## config.mk

```make
export PLATFORM = sky130hd
export DESIGN_NAME = stage_sequencer
export DESIGN_NICKNAME = d
export VERILOG_FILES = /design/src/rtl/stage_seq_pkg.sv /design/src/rtl/stage_dwell_counter.sv /design/src/rtl/stage_sequencer.sv
export SDC_FILE = /design/constraint.sdc
export NUM_CORES = 1
export LEC_CHECK = 0
export ABC_CLOCK_PERIOD_IN_PS = 2400
export CAP_MARGIN = 20
export CORE_UTILIZATION = 49
export DETAILED_ROUTE_END_ITERATION = 6
export HOLD_SLACK_MARGIN = 0.15
export PLACE_DENSITY = 0.78
export SKIP_LAST_GASP = 1
export SYNTH_ARGS = -nofsm -noshare
export SYNTH_HDL_FRONTEND = slang
export SYNTH_HIERARCHICAL = 1
export SYNTH_SLANG_ARGS = --single-unit
export TNS_END_PERCENT = 30
```

## constraint.sdc

```tcl
create_clock -name i_clk -period 2.4 [get_ports i_clk]
set_clock_uncertainty 0.05 [all_clocks]
set_input_delay 0.36 -clock i_clk [delete_from_list [all_inputs] [get_ports i_clk]]
set_output_delay 0.36 -clock i_clk [all_outputs]
set_load 0.05 [all_outputs]
```

## src/rtl/stage_seq_pkg.sv

```systemverilog
// Shared types, stage indices and next-stage selection for the stage sequencer.
package stage_seq_pkg;

    localparam int unsigned MAX_STAGES  = 16;
    localparam int unsigned MAX_STAGE_W = 4;

    localparam int unsigned STG_IF  = 0;
    localparam int unsigned STG_ID  = 1;
    localparam int unsigned STG_EX  = 2;
    localparam int unsigned STG_MEM = 3;
    localparam int unsigned STG_WB  = 4;

    typedef enum logic [1:0] {
        IDLE   = 2'd0,
        RUN    = 2'd1,
        HALTED = 2'd2
    } seq_state_t;

    typedef struct packed {
        logic                   valid;
        logic [MAX_STAGE_W-1:0] idx;
    } stage_sel_t;

    // Lowest stage above 'stage' (and below 'num') whose skip bit is clear; valid=0 means retire.
    function automatic stage_sel_t next_stage(
        input logic [MAX_STAGE_W-1:0] stage,
        input logic [MAX_STAGES-1:0]  mask,
        input logic [MAX_STAGE_W:0]   num
    );
        stage_sel_t sel;
        sel = '0;
        for (int i = MAX_STAGES - 1; i >= 0; i--) begin
            if ((i > int'(stage)) && (i < int'(num)) && !mask[i]) begin
                sel.valid = 1'b1;
                sel.idx   = MAX_STAGE_W'(i);
            end
        end
        return sel;
    endfunction

endpackage

```

## src/rtl/stage_dwell_counter.sv

```systemverilog
// Per-stage dwell counter: counts non-stalled cycles, flags the final dwell cycle.
module stage_dwell_counter #(
    parameter int unsigned WAIT_W = 4
) (
    input  logic              i_clk,
    input  logic              i_reset,
    input  logic              i_clear,
    input  logic              i_hold,
    input  logic [WAIT_W-1:0] i_wait,
    output logic              o_done
);

    logic [WAIT_W-1:0] cnt;

    always_ff @(posedge i_clk) begin
        if (i_reset || i_clear) begin
            cnt <= '0;
        end else if (!i_hold) begin
            cnt <= cnt + WAIT_W'(1);
        end
    end

    assign o_done = (cnt == i_wait);

endmodule

```

## src/rtl/stage_sequencer.sv

```systemverilog
// One-hot stage-enable sequencer with dwell, skip, stall, flush, halt and retire count.
// Optional STAGE_SEQUENCER_PERF_EN adds RUN-cycle and stall-cycle counters.
module stage_sequencer
    import stage_seq_pkg::*;
#(
    parameter int unsigned                 NUM_STAGES = 5,
    parameter int unsigned                 WAIT_W     = 4,
    parameter logic [NUM_STAGES*WAIT_W-1:0] STAGE_WAIT = '0,
    parameter int unsigned                 CNT_W      = 32
) (
    input  logic                          i_clk,
    input  logic                          i_reset,
    input  logic                          i_start,
    input  logic                          i_stall,
    input  logic                          i_flush,
    input  logic                          i_halt,
    input  logic [NUM_STAGES-1:0]         i_skip_mask,
    output logic [NUM_STAGES-1:0]         o_en,
    output logic [NUM_STAGES-1:0]         o_busy,
    output logic [$clog2(NUM_STAGES)-1:0] o_stage,
    output logic                          o_retire,
    output logic [CNT_W-1:0]              o_instret,
    output logic                          o_halted
`ifdef STAGE_SEQUENCER_PERF_EN
    ,
    output logic [CNT_W-1:0]              o_cycles,
    output logic [CNT_W-1:0]              o_stall_cycles
`endif
);

    localparam int unsigned SW = $clog2(NUM_STAGES);

    seq_state_t        state;
    logic [SW-1:0]     stage;
    logic              halt_pending;
    logic [CNT_W-1:0]  instret;

    logic              run;
    logic              dwell_done;
    logic              dwell_clear;
    logic              en_fire;
    logic [WAIT_W-1:0] wait_cur;
    logic [NUM_STAGES-1:0] stage_onehot;
    stage_sel_t        sel;

    // Decodes from registered state plus this cycle's control inputs.
    always_comb begin
        run          = (state == RUN);
        wait_cur     = STAGE_WAIT[int'(stage)*WAIT_W +: WAIT_W];
        sel          = next_stage(MAX_STAGE_W'(stage), MAX_STAGES'(i_skip_mask),
                                  (MAX_STAGE_W+1)'(NUM_STAGES));
        stage_onehot = NUM_STAGES'(1) << stage;
        en_fire      = run && !i_flush && !i_stall && dwell_done;
        dwell_clear  = !run || i_flush || en_fire;
    end

    stage_dwell_counter #(
        .WAIT_W (WAIT_W)
    ) u_dwell (
        .i_clk   (i_clk),
        .i_reset (i_reset),
        .i_clear (dwell_clear),
        .i_hold  (i_stall),
        .i_wait  (wait_cur),
        .o_done  (dwell_done)
    );

    always_ff @(posedge i_clk) begin
        if (i_reset) begin
            state        <= IDLE;
            stage        <= SW'(STG_IF);
            halt_pending <= 1'b0;
            instret      <= '0;
        end else begin
            unique case (state)
                IDLE: begin
                    if (i_start) begin
                        state <= RUN;
                        stage <= SW'(STG_IF);
                    end
                end
                RUN: begin
                    if (i_flush) begin
                        // A halt request arriving with the flush survives it.
                        stage        <= SW'(STG_IF);
                        halt_pending <= i_halt;
                    end else begin
                        if (i_halt) begin
                            halt_pending <= 1'b1;
                        end
                        if (en_fire) begin
                            if (sel.valid) begin
                                stage <= SW'(sel.idx);
                            end else begin
                                instret <= instret + CNT_W'(1);
                                stage   <= SW'(STG_IF);
                                if (halt_pending || i_halt) begin
                                    state        <= HALTED;
                                    halt_pending <= 1'b0;
                                end
                            end
                        end
                    end
                end
                HALTED: begin
                    state <= HALTED;
                end
                default: begin
                    state <= IDLE;
                end
            endcase
        end
    end

    assign o_en      = en_fire ? stage_onehot : '0;
    assign o_busy    = run ? stage_onehot : '0;
    assign o_retire  = en_fire && !sel.valid;
    assign o_stage   = stage;
    assign o_instret = instret;
    assign o_halted  = (state == HALTED);

`ifdef STAGE_SEQUENCER_PERF_EN
    logic [CNT_W-1:0] cycles;
    logic [CNT_W-1:0] stall_cycles;

    // Counters only advance while running; they freeze in IDLE and HALTED.
    always_ff @(posedge i_clk) begin
        if (i_reset) begin
            cycles       <= '0;
            stall_cycles <= '0;
        end else if (run) begin
            cycles <= cycles + CNT_W'(1);
            if (i_stall) begin
                stall_cycles <= stall_cycles + CNT_W'(1);
            end
        end
    end

    assign o_cycles       = cycles;
    assign o_stall_cycles = stall_cycles;
`endif

endmodule

```

Word-level counts from Yosys, hierarchy flattened:

Index checks and enable logic that the tools add are counted.

* bits in latches: 0
* output and inout bits: 47
* input bits: 11
* memories kept: 0
* logic and storage cells: 71
* bits in read-only memories: 0
* register bits after elaboration: 42
* memory bits (writable): 0

* add/sub/neg operators: 2
* equality and inequality tests: 9
* reductions and logical operators: 25
* div/mod/pow operators: 0
* $lt $le $gt $ge: 4
* bitwise operators: 2
* $mul: 0
* shift operators: 2
* mux-type cells: 22

Operators by type and width (count)
* $add A32 B1 Y32 const B: 1
* $mux W5: 6
* $shiftx A20 B6 Y4 const A: 1
* $mux W3: 4
* $mux W2: 5
* $logic_and A1 B1 Y1: 8
* $logic_not A1 Y1: 8
* $gt A2 B3 Y1 const A: 2
* $ne A2 B2 Y1 const B: 3
* $pmux W2 S3: 1
* $pmux W3 S2: 1
* $mux W1: 5
* $reduce_and A5 Y1: 1
* $shl A1 B3 Y5 const A: 1
* $add A4 B1 Y4 const B: 1
* $eq A4 B4 Y1: 1
* $logic_or A1 B1 Y1: 4
* $ne A2 B1 Y1 const B: 2
* $reduce_and A4 Y1: 1
* $gt A1 B3 Y1 const A: 1
* $gt A3 B3 Y1 const A: 1
* $ne A3 B2 Y1 const B: 1
* $reduce_and A3 Y1: 1
* $eq A2 B1 Y1 const B: 1
* other kinds (4): 5

Logic depth before layout (Yosys ltp):

* word-level depth: 10
* mapped depth: 9
* depth with buffers taken out: 7

By module:

The synthesis kept the hierarchy.

Modules (own cells, without submodules)
* stage_sequencer: instances 1, area an instance 2023.2 um^2, seq. area each 760.7 um^2, cells each 254
* stage_dwell_counter: instances 1, area an instance 210.2 um^2, seq. area each 80.1 um^2, cells each 20

Worst setup path after synthesis:

Ideal clock, no wire load.

* path type: register -> output
* start: register stage[2] (netlist: o_stage[2])
* end: output o_en[4]
* buffers on the path: 0
* arrival: 3.145 ns
* required time: 1.990 ns
* stages on the path, launching flop included: 4
* path slack: -1.155 ns
* path through: dfxtp_1 nand2_1 nor3_1 nor3b_1

* longest elaborated chain between the ends: 4
* elaborated cells between the ends (all ways): 5
* classes of those cells: 1 x eq/ne; 2 x shift; 1 x mux; 1 x reduce/logical

RTL lines
* from (decl): RTL line stage_sequencer.sv:34 `logic [SW-1:0] stage;`
* from (signal assigned): RTL line stage_sequencer.sv:71 `stage <= SW'(STG_IF);`
* from (signal assigned): RTL line stage_sequencer.sv:79 `stage <= SW'(STG_IF);`
* from (signal assigned): RTL line stage_sequencer.sv:85 `stage <= SW'(STG_IF);`
* $shiftx A20 B6 Y4: RTL line stage_sequencer.sv:49 `wait_cur = STAGE_WAIT[int'(stage)*WAIT_W +: WAIT_W];`
* $eq A4 B4 Y1: RTL line stage_dwell_counter.sv:23 `assign o_done = (cnt == i_wait);`
* $logic_and A1 B1 Y1: RTL line stage_sequencer.sv:53 `en_fire = run && !i_flush && !i_stall && dwell_done;`
* $mux W5 *: RTL line stage_sequencer.sv:115 `assign o_en = en_fire ? stage_onehot : '0;`
* to (decl): RTL line stage_sequencer.sv:18 `output logic [NUM_STAGES-1:0] o_en,`

Every way passes the cells marked *; elsewhere a longest branch is shown, timed or not.

Final worst setup path:

* start: register u_dwell.cnt[1]
* end: output o_en[0]

* longest elaborated chain between the ends: 3

RTL lines
* from (decl): RTL line stage_dwell_counter.sv:13 `logic [WAIT_W-1:0] cnt;`
* from (signal assigned): RTL line stage_dwell_counter.sv:19 `cnt <= cnt + WAIT_W'(1);`
* $eq A4 B4 Y1: RTL line stage_dwell_counter.sv:23
* via dwell_done: RTL line stage_sequencer.sv:39 `logic dwell_done;`
* $logic_and A1 B1 Y1: RTL line stage_sequencer.sv:53
* $mux W5: RTL line stage_sequencer.sv:115

The timed path passes the listed nets, and every way through them passes these cells.

==> Implementation_results.wiki <==
{| class="wikitable"
! Metric !! Value
|-
| Run status || finished with violations
|-
| Violations in the final reports || negative setup slack
|-
| Unrepaired setup endpoints after global routing || true
|-
| Overflow left after global routing || 0
|-
| Upper clock frequency limit || around 0.40 GHz
|-
| Area of the mapped netlist || 0.00223 sq mm
|-
| WHS || roughly 0.44 ns
|-
| Maximum fanout encountered on the critical timing path || 5
|-
| Floorplan die area || between 0.004 and 0.005 sq mm
|-
| Wire length of the first global-routing pass || 9230 um
|-
| Hold Buf Count CTS || 0
|-
| Number of flip-flops and latches in the synthesized netlist || 42
|-
| Clock network fraction of design power || 28.8%
|-
| Int Power || ~0.0011 W
|-
| Library cell contributing the largest single delay on the critical path || sky130_fd_sc_hd__or3_4
|-
| Setup violations, final || 5
|-
| Clk_lat worst skew || around 0.3 ns
|-
| Footprint of the multi-input gates || 0.00139 sq mm
|-
| FP Rows || 24
|-
| Most common library cell in the layout ignoring fill and taps || sky130_fd_sc_hd__clkdlybuf4s50_1
|-
| Antenna violations before repair || 0
|-
| Width of the die || between 60 and 70 um
|-
| Detailed-route wire length per cell || between 10 and 15 um
|-
| Type of the tightest min-delay check || register to register
|-
| Via count of the first global-routing pass || between 2000 and 2500
|-
| Critical Path RT || 1.99 ns
|-
| Number of buffers added by the clock tree synthesis step || 5
|-
| Startpoint type of the worst setup path || register
|-
| Cell Chain, Critical Path || xor2_1, nor4_2, nand2b_1, buf_4, or3_4, nor3_4, buf_12
|-
| Max transition margin || roughly 65%
|-
| Fraction of the cycle the final worst path needs || 104%
|-
| Final sum of negative setup slack || -0.338 ns
|-
| Sequential share of the synthesized area || a little under two fifths
|-
| Placeable core area || between 0.004 and 0.005 sq mm
|-
| # clock sinks || 42
|-
| Worst slack, placed || roughly 0.017 ns
|-
| Count of port buffers added during placement || 56
|-
| Max-cap violations || 0
|-
| Synth unique cells || 38
|-
| Final weighted congestion of routability-driven global placement || 0.830
|-
| Count of yosys warnings during synthesis || 6
|-
| Setup slack of the critical path after layout || -0.0883 ns
|-
| Overall die height || between 60 and 70 um
|-
| Number of antenna repair diodes || 0
|-
| Number of hold violations in the final report || 0
|-
| Instance count of the mapped netlist || 274
|-
| Syn Area/Cell || 8.15 sq um
|-
| DRC violation total after the first TritonRoute iteration || 84
|-
| Transition time at the pin with the least slew margin || 0.518 ns
|-
| Final core area utilization || about three quarters
|-
| Arrival @ worst endpoint || approximately 2.1 ns
|-
| Share of the synthesized area in the top cell type || a little under two fifths
|-
| Layout area overhead || 44.4%
|-
| Most used cells in the layout excluding fill and tap cells || sky130_fd_sc_hd__clkdlybuf4s50_1, sky130_fd_sc_hd__dfxtp_1, sky130_fd_sc_hd__buf_4
|-
| Final Instance Area || around 0.0032 sq mm
|-
| Startpoint-to-endpoint class of the critical path || register to output port
|-
| Largest incremental delay on the critical path || between 0.3 and 0.4 ns
|-
| P_leak || 1.19 nW
|-
| Cell types with the largest area share after synthesis || sky130_fd_sc_hd__dfxtp_1, sky130_fd_sc_hd__xor2_1, sky130_fd_sc_hd__nor2_1
|-
| Placed standard-cell area || between 0.003 and 0.004 sq mm
|-
| Filler cell count in the final layout || approximately 330
|-
| HPWL after detailed placement || roughly 3800 um
|-
| Layout net count || between 300 and 400
|-
| Via density per instance || between 5 and 6
|-
| Num ports || 58
|-
| Top cell type by total area after synthesis || sky130_fd_sc_hd__dfxtp_1
|-
| Reported net switching power || between 0.0005 and 0.0006 W
|-
| Number of iterations in the first detailed-routing pass || 4
|-
| Type of destination of the critical path || output port
|-
| Area occupied by registers || roughly 840 sq um
|-
| Max Buffers Root-to-Sink || 2
|-
| Total via count after detailed routing || around 2300
|-
| Buffer and inverter count on the worst path || 2
|-
| Gate family responsible for the most delay along the worst path || simple AND/OR/NAND/NOR gates
|-
| GRT Total Usage || between 20% and 30%
|-
| Initial standard-cell utilization of the core || about half
|-
| Worst vdd ir || approximately 0.47 mV
|-
| Max Slew Vio Count || 0
|-
| CTS H-tree lvls || 2
|-
| Ratio of total power to cell area || just under 500 mW/mm^2
|-
| Clk pin slew, worst setup/hold paths || about 0.08 ns
|-
| Clock tree from TritonCTS || yes
|-
| Switching portion of total power || 33.0%
|-
| Combinational fraction of design power || about 25%
|-
| Sequential share of power || a little under half
|-
| # DRC || 0
|-
| Minimum clock period || 2.49 ns
|-
| Total wirelength of the detailed-routed design || between 5000 and 6000 um
|-
| Root buffer cell || sky130_fd_sc_hd__clkbuf_8
|-
| Antenna viol nets, final || 0
|-
| Fraction of final layout cells with drive strength greater than 1 || 18.5%
|-
| Largest net degree at the start of global routing || 43
|}
==> worst reg2reg max path, stage by stage (launching register included) <==
cell and delay, ns:
sky130_fd_sc_hd__dfxtp_2 0.33, sky130_fd_sc_hd__xor2_1 0.16, sky130_fd_sc_hd__nor4_2 0.29, sky130_fd_sc_hd__nand2b_1 0.14
sky130_fd_sc_hd__buf_4 0.17, sky130_fd_sc_hd__nor3_4 0.25, sky130_fd_sc_hd__nand4_2 0.25, sky130_fd_sc_hd__buf_4 0.23
sky130_fd_sc_hd__or3_1 0.30, sky130_fd_sc_hd__a21oi_1 0.16
==> area by class of cell <==
| class | count | share of cell area (%) |
|---|---|---|
| Clock inverter | 3 | 0.660 |
| Inverter | 7 | 0.815 |
| Tap cell | 52 | 2.02 |
| Multi-Input combinational cell | 217 | 43.0 |
| Timing Repair Buffer | 83 | 25.3 |
| Clock buffer | 5 | 2.13 |
| Sequential cell | 42 | 26.2 |
==> stage by stage <==
step	cells	power, W
2_1_floorplan	277	0.00104
3_3_place_gp	394	0.00113
3_5_place_dp	394	0.00114
4_1_cts	404	0.00160
5_1_grt	409	0.00168
6_report	409	0.00160
==> state kept, by name, summed over array words and instances, names as in the netlist <==
name and flops:
o_instret 32, u_dwell/cnt 4, o_stage 3, state 2
halt_pending 1
==> Yosys cell counts <==
cell and instances:
sky130_fd_sc_hd__a21oi_2 1, sky130_fd_sc_hd__nand4_2 3, sky130_fd_sc_hd__a21oi_1 22, sky130_fd_sc_hd__nand2b_2 1
sky130_fd_sc_hd__nand3_1 6, sky130_fd_sc_hd__nand4b_1 2, sky130_fd_sc_hd__o21ai_0 17, sky130_fd_sc_hd__nor3b_1 1
sky130_fd_sc_hd__mux2i_1 4, sky130_fd_sc_hd__dfxtp_1 42, sky130_fd_sc_hd__o31ai_1 4, sky130_fd_sc_hd__xnor2_1 4
sky130_fd_sc_hd__ha_1 6, sky130_fd_sc_hd__or4_1 4, sky130_fd_sc_hd__a211oi_1 1, sky130_fd_sc_hd__clkbuf_1 9
sky130_fd_sc_hd__nor3_1 12, sky130_fd_sc_hd__and3_1 6, sky130_fd_sc_hd__or3_1 16, sky130_fd_sc_hd__nor4_4 1
sky130_fd_sc_hd__nand2b_1 5, sky130_fd_sc_hd__buf_4 1, sky130_fd_sc_hd__xor2_1 16, sky130_fd_sc_hd__conb_1 1
sky130_fd_sc_hd__and2_1 5, sky130_fd_sc_hd__a31oi_1 1, sky130_fd_sc_hd__nor4_1 2, sky130_fd_sc_hd__o22ai_1 1
sky130_fd_sc_hd__nor2_1 30, sky130_fd_sc_hd__buf_2 1, sky130_fd_sc_hd__nor2b_1 2, sky130_fd_sc_hd__nand2_1 18
sky130_fd_sc_hd__or2_2 1, sky130_fd_sc_hd__nor3_2 2, sky130_fd_sc_hd__inv_1 7, sky130_fd_sc_hd__and4_1 3
sky130_fd_sc_hd__a22oi_1 1, sky130_fd_sc_hd__nand4_1 15
==> power groups by stage <==
stage / Combinational, W / Clock [W] / Sequential, W
3_3_place_gp: 0.000383 / 0 / 0.000748
2_1_floorplan: 0.000283 / 0 / 0.000752
5_1_grt: 0.000442 / 0.000501 / 0.000738
3_5_place_dp: 0.000392 / 0 / 0.000751
6_report: 0.000403 / 0.000460 / 0.000734
4_1_cts: 0.000397 / 0.000470 / 0.000734
==> worst paths after layout <==
path | from | to | slack (ns) | cells after the start
worst min-delay path | o_instret[31]$_SDFFE_PP0P_ | o_instret[31]$_SDFFE_PP0P_ | 0.44 | 2
worst max register to register | u_dwell/cnt[1]$_SDFFE_PP0N_ | o_instret[16]$_SDFFE_PP0P_ | 0.01 | 9
worst min register to register | o_instret[31]$_SDFFE_PP0P_ | o_instret[31]$_SDFFE_PP0P_ | 0.44 | 2
worst max-delay path | u_dwell/cnt[1]$_SDFFE_PP0N_ | o_en[0] | -0.09 | 7
==> cell families (layout without fill, tap and decap cells) <==
kind of cell / Yosys count / in the layout / share of synthesized area, %
other: 1 / 4 / 0.168
DFF: 42 / 42 / 37.6
adders and majority gates: 6 / 6 / 3.36
and+or+nand+nor: 135 / 135 / 34.2
AOI/OAI and AO/OA: 48 / 48 / 11.7
xor gates and xnor gates: 20 / 20 / 7.84
muxes: 4 / 4 / 1.79
buffers and inverters: 18 / 98 / 3.25
==> metal layers <==
metal	part of all wire, %	global-route usage (%)
met5	0	0
met4	1.2	7.71
met3	4.4	4.65
met2	50	39.3
met1	45	29.9
==> what timing repair did <==
item,4_1_cts,5_1_grt
setup endpoints to repair,5,27
buffers inserted,2,5
gates resized for setup,6,6
pin swaps,3,4
endpoints found under the hold margin,0,0
Power figures use the tool's default switching activity.
